## src/rtl/borrow_look_ahead_sub_seq_if.sv

```systemverilog
// Operand/result handshake bundle for the sequential borrow-lookahead subtractor.
interface borrow_look_ahead_sub_seq_if #(
    parameter int WIDTH = 16
);
    logic             in_valid;
    logic             in_ready;
    logic [WIDTH-1:0] A;
    logic [WIDTH-1:0] B;
    logic             b_in;
    logic             out_valid;
    logic             out_ready;
    logic [WIDTH-1:0] result;
    logic             b_out;
    logic             overflow;
    logic             zero;

    modport master (
        output in_valid, A, B, b_in, out_ready,
        input  in_ready, out_valid, result, b_out, overflow, zero
    );

    modport slave (
        input  in_valid, A, B, b_in, out_ready,
        output in_ready, out_valid, result, b_out, overflow, zero
    );
endinterface

```

## src/rtl/borrow_look_ahead_sub_seq.sv

```systemverilog
// Multi-cycle subtractor: one 4-bit borrow-lookahead slice per cycle, LSB first.
module borrow_look_ahead_sub_seq #(
    parameter int WIDTH = 16
) (
    input logic                         clk,
    input logic                         rst,
    borrow_look_ahead_sub_seq_if.slave  bus
);
    localparam int NSLICE = WIDTH / 4;
    localparam int CW     = (NSLICE > 1) ? $clog2(NSLICE) : 1;

    localparam logic [1:0] IDLE = 2'd0;
    localparam logic [1:0] BUSY = 2'd1;
    localparam logic [1:0] DONE = 2'd2;

    localparam logic [CW-1:0] LAST = CW'(NSLICE - 1);

    logic [1:0]       state;
    logic [CW-1:0]    cnt;
    logic             bw_q;
    logic [WIDTH-1:0] a_q;
    logic [WIDTH-1:0] b_q;
    logic [WIDTH-1:0] res_q;
    logic             b_out_q;
    logic             ovf_q;
    logic             zero_q;

    logic [WIDTH-1:0] a_sh;
    logic [WIDTH-1:0] b_sh;
    logic [3:0]       a_sl;
    logic [3:0]       b_sl;
    logic [3:0]       g;
    logic [3:0]       p;
    logic [4:0]       bw;
    logic [3:0]       d;
    logic [WIDTH-1:0] res_nxt;

    always_comb begin
        a_sh = a_q >> {cnt, 2'b00};
        b_sh = b_q >> {cnt, 2'b00};
        a_sl = a_sh[3:0];
        b_sl = b_sh[3:0];
        g    = ~a_sl & b_sl;
        p    = ~(a_sl ^ b_sl);
        // Flattened lookahead: every borrow depends only on g, p and the slice borrow-in.
        bw[0] = bw_q;
        bw[1] = g[0] | (p[0] & bw_q);
        bw[2] = g[1] | (p[1] & g[0]) | (p[1] & p[0] & bw_q);
        bw[3] = g[2] | (p[2] & g[1]) | (p[2] & p[1] & g[0]) | (p[2] & p[1] & p[0] & bw_q);
        bw[4] = g[3] | (p[3] & g[2]) | (p[3] & p[2] & g[1]) | (p[3] & p[2] & p[1] & g[0])
              | (p[3] & p[2] & p[1] & p[0] & bw_q);
        d     = a_sl ^ b_sl ^ bw[3:0];
        res_nxt = res_q;
        for (int unsigned k = 0; k < NSLICE; k++) begin
            if (cnt == CW'(k)) res_nxt[4*k +: 4] = d;
        end
    end

    always_ff @(posedge clk or posedge rst) begin
        if (rst) begin
            state   <= IDLE;
            cnt     <= '0;
            bw_q    <= 1'b0;
            a_q     <= '0;
            b_q     <= '0;
            res_q   <= '0;
            b_out_q <= 1'b0;
            ovf_q   <= 1'b0;
            zero_q  <= 1'b0;
        end else begin
            case (state)
                IDLE: begin
                    if (bus.in_valid) begin
                        a_q   <= bus.A;
                        b_q   <= bus.B;
                        bw_q  <= bus.b_in;
                        cnt   <= '0;
                        res_q <= '0;
                        state <= BUSY;
                    end
                end
                BUSY: begin
                    res_q <= res_nxt;
                    bw_q  <= bw[4];
                    cnt   <= cnt + CW'(1);
                    if (cnt == LAST) begin
                        state   <= DONE;
                        b_out_q <= bw[4];
                        ovf_q   <= (a_q[WIDTH-1] != b_q[WIDTH-1]) && (res_nxt[WIDTH-1] != a_q[WIDTH-1]);
                        zero_q  <= (res_nxt == '0);
                    end
                end
                DONE: begin
                    if (bus.out_ready) state <= IDLE;
                end
                default: state <= IDLE;
            endcase
        end
    end

    assign bus.in_ready  = (state == IDLE);
    assign bus.out_valid = (state == DONE);
    assign bus.result    = res_q;
    assign bus.b_out     = b_out_q;
    assign bus.overflow  = ovf_q;
    assign bus.zero      = zero_q;
endmodule

```

## src/flat_wrapper.sv

```systemverilog
// flat-port wrapper written by rule: the top's interface ports become plain ports
module borrow_look_ahead_sub_seq_flat 
#(
    parameter int WIDTH = 16
)
  (clk, rst, bus_in_valid, bus_A, bus_B, bus_b_in, bus_out_ready, bus_in_ready, bus_out_valid, bus_result, bus_b_out, bus_overflow, bus_zero);
  borrow_look_ahead_sub_seq_if #(.WIDTH(WIDTH)) bus_i ();
  input logic clk;
  input logic rst;
  input wire logic [$bits(bus_i.in_valid)-1:0] bus_in_valid;
  input wire logic [$bits(bus_i.A)-1:0] bus_A;
  input wire logic [$bits(bus_i.B)-1:0] bus_B;
  input wire logic [$bits(bus_i.b_in)-1:0] bus_b_in;
  input wire logic [$bits(bus_i.out_ready)-1:0] bus_out_ready;
  output wire logic [$bits(bus_i.in_ready)-1:0] bus_in_ready;
  output wire logic [$bits(bus_i.out_valid)-1:0] bus_out_valid;
  output wire logic [$bits(bus_i.result)-1:0] bus_result;
  output wire logic [$bits(bus_i.b_out)-1:0] bus_b_out;
  output wire logic [$bits(bus_i.overflow)-1:0] bus_overflow;
  output wire logic [$bits(bus_i.zero)-1:0] bus_zero;
  assign bus_i.in_valid = bus_in_valid;
  assign bus_i.A = bus_A;
  assign bus_i.B = bus_B;
  assign bus_i.b_in = bus_b_in;
  assign bus_i.out_ready = bus_out_ready;
  assign bus_in_ready = bus_i.in_ready;
  assign bus_out_valid = bus_i.out_valid;
  assign bus_result = bus_i.result;
  assign bus_b_out = bus_i.b_out;
  assign bus_overflow = bus_i.overflow;
  assign bus_zero = bus_i.zero;
  borrow_look_ahead_sub_seq #(.WIDTH(WIDTH)) u_core (.clk(clk), .rst(rst), .bus(bus_i));
endmodule
```

## config.mk

```make
export PLATFORM = sky130hd
export DESIGN_NAME = borrow_look_ahead_sub_seq_flat
export DESIGN_NICKNAME = d
export VERILOG_FILES = /design/src/rtl/borrow_look_ahead_sub_seq_if.sv /design/src/rtl/borrow_look_ahead_sub_seq.sv /design/src/flat_wrapper.sv
export SDC_FILE = /design/constraint.sdc
export NUM_CORES = 1
export LEC_CHECK = 0
export ABC_AREA = 1
export BUFFER_PORTS_ARGS = -buffer_cell sky130_fd_sc_hd__buf_2
export CAP_MARGIN = 20
export CORE_ASPECT_RATIO = 0.7
export CORE_UTILIZATION = 55
export DETAILED_ROUTE_END_ITERATION = 8
export PLACE_DENSITY = 0.8
export SYNTH_ARGS = -nofsm -noshare
export SYNTH_HDL_FRONTEND = slang
export SYNTH_SLANG_ARGS = --single-unit
```

## constraint.sdc

```tcl
create_clock -name clk -period 2.5 [get_ports clk]
set_clock_uncertainty 0.05 [all_clocks]
set_input_delay 0.5 -clock clk [delete_from_list [all_inputs] [get_ports clk]]
set_output_delay 0.5 -clock clk [all_outputs]
set_load 0.1 [all_outputs]
```

==> impl_metrics.json, run 1 <==
{
  "avgRoutedWirePerCell_um": 14.9,
  "core_area_um2": 4910,
  "remaining_drc_errors": 0,
  "ctsRootBufferMaster": "clkbuf_8",
  "layout_min_cycle_time_ps": 2520,
  "dr.pass1.iters": 5,
  "synth_cells": 318,
  "syn_area_um2": 2880,
  "cts_tree": "built",
  "clk_pin_slew_ps": 100,
  "syn_nets": 364,
  "portBuffers": 57,
  "tightest_slew_ps": 495,
  "finalMaxSlewViolations": 0,
  "endpoint_kind": "flip-flop",
  "ys_types": 28,
  "dpl.hpwl_mm": 4.95,
  "slew_headroom": 0.672,
  "viasPerCell": 5.39,
  "required_ps": 2660,
  "grt_setup_unrepaired": "true",
  "finalHoldViolations": 0,
  "grt-ovfl-total": 0,
  "holdBufCountCts": 0,
  "drv_cap": 0,
  "rr_worst_depth": 15,
  "vias": 2496,
  "cts-htree-levels": 2,
  "cp.arrival_ps": 2680,
  "cts_buffers": 5,
  "postRouteAntennaNets": 0,
  "antenna_found_initial": 0,
  "status": "finished with violations",
  "finalSetupViolCount": 1,
  "final_common_cell": "buf_2",
  "synth_seq_cells": 56,
  "crit_fanout": 6,
  "num_rows": 21,
  "yosys_warnings": 0,
  "layout_common_cells": "buf_2 (57), dfrtp_1 (56), nand2_1 (46), inv_1 (36), nor2_1 (26)",
  "cts_sinks": 56,
  "grt_pass1_vias": 2286,
  "ios": 58,
  "clock_latency_ps": 310,
  "dp_slack_ps": -86.3,
  "clockBufferDepth": 2,
  "multi_input_area_um2": 1390,
  "grt_max_degree": 39,
  "min_period_over_period": 1.01,
  "detail_route.iter0.violations": 173,
  "die_area_um2": 5540,
  "syn_to_final_growth_pct": 24.4,
  "num-nets-final": 439,
  "place.gp.congestion": 0.864,
  "hold_class": "input port to async pin",
  "die_h_um": 62.6,
  "fmax_mhz": 397,
  "fin_area_um2": 3580,
  "setup_ws_ps": -18.6,
  "grt.total_usage": 0.260,
  "drive_gt1_frac": 0.383,
  "avgSynthCellArea_um2": 9.06,
  "seqCellArea_um2": 1400,
  "fillers": 365,
  "start_kind": "flip-flop",
  "antenna_cells": 0,
  "drt-total-wl_mm": 6.90,
  "violations": "setup timing",
  "dpl_cell_area_um2": 3260,
  "tns_ps": -18.6,
  "grt_pass1_wl_mm": 11.0,
  "die_w_um": 88.5,
  "start_util": 0.586,
  "ys_seq_area_frac": 0.486,
  "path_class": "flip-flop to flip-flop"
}
-- synth_stat cells --
cell | count | share of area
or2_1 | 1 | 0.0022
nand4_1 | 2 | 0.0043
a31oi_1 | 1 | 0.0022
mux2_1 | 2 | 0.0078
dfrtp_1 | 56 | 0.49
o21ai_0 | 25 | 0.043
nor2_4 | 2 | 0.0078
inv_1 | 40 | 0.052
nand3_1 | 24 | 0.042
ha_1 | 8 | 0.035
clkbuf_1 | 4 | 0.0052
mux2_2 | 24 | 0.094
fa_1 | 1 | 0.0069
a21oi_1 | 12 | 0.021
nand2_2 | 7 | 0.015
o21ai_4 | 1 | 0.0056
nand3_2 | 1 | 0.0035
buf_2 | 6 | 0.010
nand2_4 | 2 | 0.0078
a32oi_1 | 2 | 0.0061
nand2_1 | 51 | 0.066
o211ai_1 | 1 | 0.0026
nor2_1 | 29 | 0.038
o31ai_1 | 1 | 0.0026
buf_4 | 1 | 0.0026
o21ai_1 | 1 | 0.0017
o22ai_1 | 12 | 0.026
nor2_2 | 1 | 0.0022
-- area by class of cell --
| cell class | count | share of cell area |
|---|---|---|
| flip-flops and latches | 56 | 0.391 |
| multi-input cells | 211 | 0.388 |
| repair buffers | 78 | 0.127 |
| inverters | 40 | 0.0429 |
| well taps | 69 | 0.0241 |
| clock buffers | 5 | 0.0192 |
| clock inverters | 3 | 0.00663 |
| repair inverters | 1 | 0.00140 |
-- worst max-delay path, stage by stage (launching register included) --
cell and delay, ps:
dfrtp_1 430, buf_6 160, buf_4 130, o21ai_1 130
nor2_1 50, a21oi_1 200, ha_1 310, or2_1 230
nand2_2 90, nand2_2 80, nand2_1 120, nand3_1 130
o21ai_4 110, nor2_2 60, nand3_1 70, nand2_1 50
-- final timing paths --
kind	startpoint	to	slack, ps
worst max register to register	u_core.cnt[0]	u_core.bus.zero	-20
worst min register to register	u_core.bus.overflow	u_core.bus.overflow	440
min in group clk	bus_out_ready	u_core.state[1]	300
worst min-delay path	rst	u_core.bus.b_out	120
worst max-delay path	u_core.cnt[0]	u_core.bus.zero	-20
max in group asynchronous	rst	u_core.b_q[7]	1680
-- registers in the layout, indices dropped and copies added (netlist names) --
register / count
u_core.a_q: 16
u_core.b_q: 16
u_core.bus.result: 16
u_core.cnt: 2
u_core.state: 2
u_core.bus.b_out: 1
u_core.bus.overflow: 1
u_core.bus.zero: 1
u_core.bw_q: 1
-- routing by layer --
layer	up-vias	track usage	routed length (um)
li1	1203	-	-
met1	1181	0.407	3390
met2	101	0.370	2980
met3	11	0.0515	450
met4	0	0.0625	74
met5	-	0	0
-- metrics by stage --
stage | util | hold WS (ps) | instances
floorplan | - | 415 | 318
global placement | 0.664 | 412 | 441
detailed placement | 0.664 | 416 | 441
CTS | 0.684 | 135 | 449
global route | 0.730 | 153 | 463
finish | 0.730 | 118 | 463
-- logic make-up after synthesis --
family	after synthesis	share of synthesized area
and+or+nand+nor	120	0.189
DFF	56	0.486
adders and majority gates	9	0.0417
buffers and inverters	51	0.0703
AOI/OAI and AO/OA	56	0.111
muxes	26	0.102
-- what timing repair did --
item,CTS,global route
resized for setup,4,37
pin swaps,1,21
gates cloned,0,1
setup buffers,0,13
endpoints found under the setup margin,1,6
Power of run 1 is left out: the tool's default activity adds up to more than one toggle a clock period on the data nets, which glitch-free logic cannot reach.
==> run 2: changes to the inputs <==
--- a/config.mk
+++ b/config.mk
@@ -7,11 +7,13 @@
 export LEC_CHECK = 0
 export ABC_AREA = 1
 export BUFFER_PORTS_ARGS = -buffer_cell sky130_fd_sc_hd__buf_2
-export CAP_MARGIN = 20
+export CAP_MARGIN = 30
+export CELL_PAD_IN_SITES_DETAIL_PLACEMENT = 1
+export CELL_PAD_IN_SITES_GLOBAL_PLACEMENT = 1
 export CORE_ASPECT_RATIO = 0.7
-export CORE_UTILIZATION = 55
+export CORE_UTILIZATION = 41
 export DETAILED_ROUTE_END_ITERATION = 8
-export PLACE_DENSITY = 0.8
+export PLACE_DENSITY_LB_ADDON = 0.1
 export SYNTH_ARGS = -nofsm -noshare
 export SYNTH_HDL_FRONTEND = slang
 export SYNTH_SLANG_ARGS = --single-unit
==> impl_metrics.json, run 2 (synthesis results as in run 1) <==
{
  "status": "finished with violations",
  "violations": "setup timing",
  "place.gp.congestion": 0.801,
  "layout_min_cycle_time_ps": 2510,
  "portBuffers": 57,
  "core_area_um2": 6790,
  "hold_class": "input port to async pin",
  "drv_cap": 0,
  "finalHoldViolations": 0,
  "setup_ws_ps": -12.0,
  "start_util": 0.425,
  "finalSetupViolCount": 1,
  "antenna_found_initial": 0,
  "drt-total-wl_mm": 7.73,
  "fillers": 820,
  "cp_top_family": "simple AND/OR/NAND/NOR gates",
  "detail_route.iter0.violations": 86,
  "cts_tree": "built",
  "finalMaxSlewViolations": 0,
  "start_kind": "flip-flop",
  "num_rows": 25,
  "critPathBufInv": 4,
  "vias": 2419,
  "crit_fanout": 4,
  "avgRoutedWirePerCell_um": 16.1,
  "path_class": "flip-flop to flip-flop",
  "die_h_um": 72.1,
  "num-nets-final": 430,
  "clockBufferDepth": 2,
  "endpoint_kind": "flip-flop",
  "grt_setup_unrepaired": "true",
  "clock_latency_ps": 310,
  "postRouteAntennaNets": 0,
  "viasPerCell": 5.05,
  "die_area_um2": 7370,
  "dr.pass1.iters": 4,
  "ctsRootBufferMaster": "clkbuf_8",
  "layout_common_cells": "buf_2 (57), dfrtp_1 (56), nand2_1 (50), inv_1 (35), nor2_1 (26)",
  "slew_headroom": 0.628,
  "tns_ps": -12.0,
  "fmax_mhz": 398,
  "path_depth": 15,
  "grt_pass1_wl_mm": 12.7,
  "tightest_slew_ps": 558,
  "dpl.hpwl_mm": 5.81,
  "ios": 58,
  "grt_pass1_vias": 2517,
  "slowest_delay_ps": 460,
  "drive_gt1_frac": 0.343,
  "cpMaxStageDelayCell": "dfrtp_1",
  "clk_pin_slew_ps": 100,
  "cts_sinks": 56,
  "crit_chain": "buf_6 > nor2_1 > inv_1 > a32oi_2 > buf_4 > fa_1 > nand2_1 > o21ai_1 > inv_1 > nand3_2 > nor2_4 > nand3_2 > nor2_2 > nand3_1 > nand2_1",
  "holdBufCountCts": 0,
  "r2r_setup_slack_ps": -10,
  "syn_to_final_growth_pct": 22.7,
  "rr_worst_depth": 15,
  "grt_max_degree": 34,
  "grt.total_usage": 0.227,
  "remaining_drc_errors": 0,
  "cp.arrival_ps": 2710,
  "final_common_cell": "buf_2",
  "required_ps": 2700,
  "antenna_cells": 0,
  "cts_buffers": 5,
  "die_w_um": 102,
  "dp_slack_ps": -28.9,
  "min_period_over_period": 1.00,
  "grt-ovfl-total": 0,
  "cts-htree-levels": 2
}
==> run 2: final timing paths <==
| kind | startpoint | end |
|---|---|---|
| worst max-delay path | u_core.cnt[0] | u_core.bus.zero |
| max in group asynchronous | rst | u_core.b_q[13] |
| worst min register to register | u_core.bus.overflow | u_core.bus.overflow |
| min in group clk | bus_out_ready | u_core.state[1] |
| worst max register to register | u_core.cnt[0] | u_core.bus.zero |
| worst min-delay path | rst | u_core.state[1] |
==> run 2: routing by layer <==
layer,wire length (um),track usage,share of wire
met1,4000,0.351,0.52
met3,364,0.0356,0.047
met4,50,0.0429,0.0065
met2,3310,0.337,0.43
met5,0,0,0
==> run 2: worst register-to-register path, cell delays in order (launching register included) <==
cell	delay, ps
dfrtp_1	460
buf_6	160
nor2_1	110
inv_1	60
a32oi_2	200
buf_4	150
fa_1	450
nand2_1	90
o21ai_1	70
inv_1	100
nand3_2	110
nor2_4	140
nand3_2	70
nor2_2	100
nand3_1	70
nand2_1	60
==> run 2: stage by stage <==
stage	utilization	instances	hold WS [ps]	instance area (um^2)
2_1_floorplan	-	318	415	2880
3_3_place_gp	0.490	469	411	3330
3_5_place_dp	0.490	469	414	3330
4_1_cts	0.511	477	187	3470
5_1_grt	0.521	479	217	3540
6_report	0.521	479	179	3540
==> run 2: repair_timing <==
action | CTS | global route
hold endpoints to repair | 0 | 0
endpoints found under the setup margin | 1 | 5
buffers inserted | 0 | 2
pin swaps | 0 | 11
gates resized for setup | 4 | 21
==> run 2: cell type report <==
class,instances,area [um^2],share of cell area
tap,94,118,0.0333
clock inverter,1,30.0,0.00849
timing repair buffer,70,407,0.115
inverter,40,150,0.0425
multi-input combinational,211,1330,0.377
clock buffer,7,96.3,0.0272
sequential,56,1400,0.396
Power of run 2 is left out for the same reason.
==> run 3: changes to the inputs <==
--- a/config.mk
+++ b/config.mk
@@ -8,7 +8,7 @@
 export ABC_AREA = 1
 export BUFFER_PORTS_ARGS = -buffer_cell sky130_fd_sc_hd__buf_2
 export CAP_MARGIN = 30
-export CELL_PAD_IN_SITES_DETAIL_PLACEMENT = 1
+export CELL_PAD_IN_SITES_DETAIL_PLACEMENT = 0
 export CELL_PAD_IN_SITES_GLOBAL_PLACEMENT = 1
 export CORE_ASPECT_RATIO = 0.7
 export CORE_UTILIZATION = 41
==> constraint.sdc (replaced) <==
create_clock -name clk -period 2.5 [get_ports clk]
set_clock_uncertainty 0.05 [all_clocks]
set_input_delay 0 -clock clk [delete_from_list [all_inputs] [get_ports clk]]
set_output_delay 0 -clock clk [all_outputs]
set_load 0.1 [all_outputs]
==> impl_metrics.json, run 3 (synthesis results as in run 1) <==
{
  "postRouteAntennaNets": 0,
  "grt-ovfl-total": 0,
  "final_common_cell": "buf_2",
  "layout_min_cycle_time_ps": 2420,
  "vias": 2542,
  "place.gp.congestion": 0.796,
  "endpoint_kind": "flip-flop",
  "grt_max_degree": 57,
  "num-nets-final": 473,
  "min_path_cells": 3,
  "min_period_over_period": 0.967,
  "viasPerCell": 4.87,
  "die_w_um": 102,
  "fillers": 636,
  "fmax_mhz": 414,
  "setup_ws_ps": 82.8,
  "dpl.cell_count": 467,
  "cp.arrival_ps": 2620,
  "ctsRootBufferMaster": "clkbuf_8",
  "required_ps": 2700,
  "num_rows": 25,
  "cts_tree": "built",
  "grt_pass1_wl_mm": 12.1,
  "instances_no_fill": 522,
  "antenna_found_initial": 0,
  "hold_class": "input port to flip-flop",
  "drt-total-wl_mm": 7.34,
  "start_kind": "flip-flop",
  "clk_pin_slew_ps": 100,
  "fin_area_um2": 3960,
  "dpl_cell_area_um2": 3300,
  "dp_slack_ps": -28.9,
  "start_util": 0.425,
  "die_h_um": 72.1,
  "status": "finished clean",
  "dpl.hpwl_mm": 4.99,
  "die_area_um2": 7370,
  "portBuffers": 57,
  "finalMaxSlewViolations": 0,
  "cts_buffers": 5,
  "path_class": "flip-flop to flip-flop",
  "clockBufferDepth": 2,
  "remaining_drc_errors": 0,
  "cts-htree-levels": 2,
  "grt.total_usage": 0.215,
  "syn_to_final_growth_pct": 37.3,
  "core_area_um2": 6790,
  "crit_fanout": 7,
  "finalHoldViolations": 0,
  "cts_sinks": 56,
  "tightest_slew_ps": 715,
  "detail_route.iter0.violations": 131,
  "hold_slack_ps": 15.3,
  "slew_headroom": 0.523,
  "drv_cap": 0,
  "clock_latency_ps": 310,
  "rr_worst_depth": 15,
  "ios": 58,
  "drive_gt1_frac": 0.350,
  "antenna_cells": 0,
  "grt_pass1_vias": 2375,
  "finalSetupViolCount": 0,
  "layout_common_cells": "buf_2 (57), dfrtp_1 (56), nand2_1 (44), dlygate4sd3_1 (35), inv_1 (34)",
  "grt_setup_unrepaired": "true",
  "avgRoutedWirePerCell_um": 14.1,
  "dr.pass1.iters": 4
}
-- run 3: cell count changes in the layout (fill, tap and decap cells not counted), sizes merged --
cell	delta
clkinv	+1
dlygate4sd3	+35
clkbuf	-1
clkinvlp	+1
buf	+8
inv	-1
-- run 3: through the flow --
stage,setup TNS [ps],util
after floorplan,0,-
after global placement,-0.322,0.486
after detailed placement,-28.9,0.486
after CTS,0,0.556
after global routing,-171,0.583
final,0,0.583
-- run 3: critical path: stages, from the launching register on --
cell,delay [ps]
dfrtp_1,430
buf_6,150
nor2_4,90
inv_2,40
a32oi_2,220
buf_4,150
fa_2,450
inv_2,100
nand2_2,50
o21ai_2,70
nand3_1,110
nor2_2,150
nand3_1,80
nor2_1,100
nand3_1,70
nand2_1,60
-- run 3: layout make-up --
class                   instances  area, um^2  area share
flip-flops and latches         56        1400       0.354
multi-input cells             211        1380       0.348
repair buffers                113         801       0.202
inverters                      40         154      0.0389
well taps                      94         118      0.0297
clock buffers                   6        72.6      0.0183
clock inverters                 2        35.0     0.00885
-- run 3: metal layers --
layer | vias up | part of all wire | global-route usage
li1 | 1274 | - | -
met2 | 66 | 0.42 | 0.302
met5 | - | 0 | 0
met1 | 1197 | 0.52 | 0.346
met4 | 0 | 0.0057 | 0.0429
met3 | 5 | 0.048 | 0.0347
-- run 3: path summary, 6_finish.rpt --
| check | from | endpoint | slack, ps |
|---|---|---|---|
| worst max-delay path | u_core.cnt[0] | u_core.bus.zero | 80 |
| worst min-delay path | bus_in_valid | u_core.bw_q | 20 |
| worst max register to register | u_core.cnt[0] | u_core.bus.zero | 80 |
| worst min register to register | u_core.bus.b_out | u_core.bus.b_out | 430 |
| max in group asynchronous | rst | u_core.cnt[1] | 1550 |
| min in group asynchronous | rst | u_core.state[1] | 370 |
-- run 3: what timing repair did --
item,CTS,global route
resized for setup,3,36
cloned,0,0
hold buffers,35,0
buffers inserted,0,12
setup endpoints to repair,1,3
hold endpoints to repair,90,0
pin swaps,0,23
Power of run 3 is left out for the same reason.
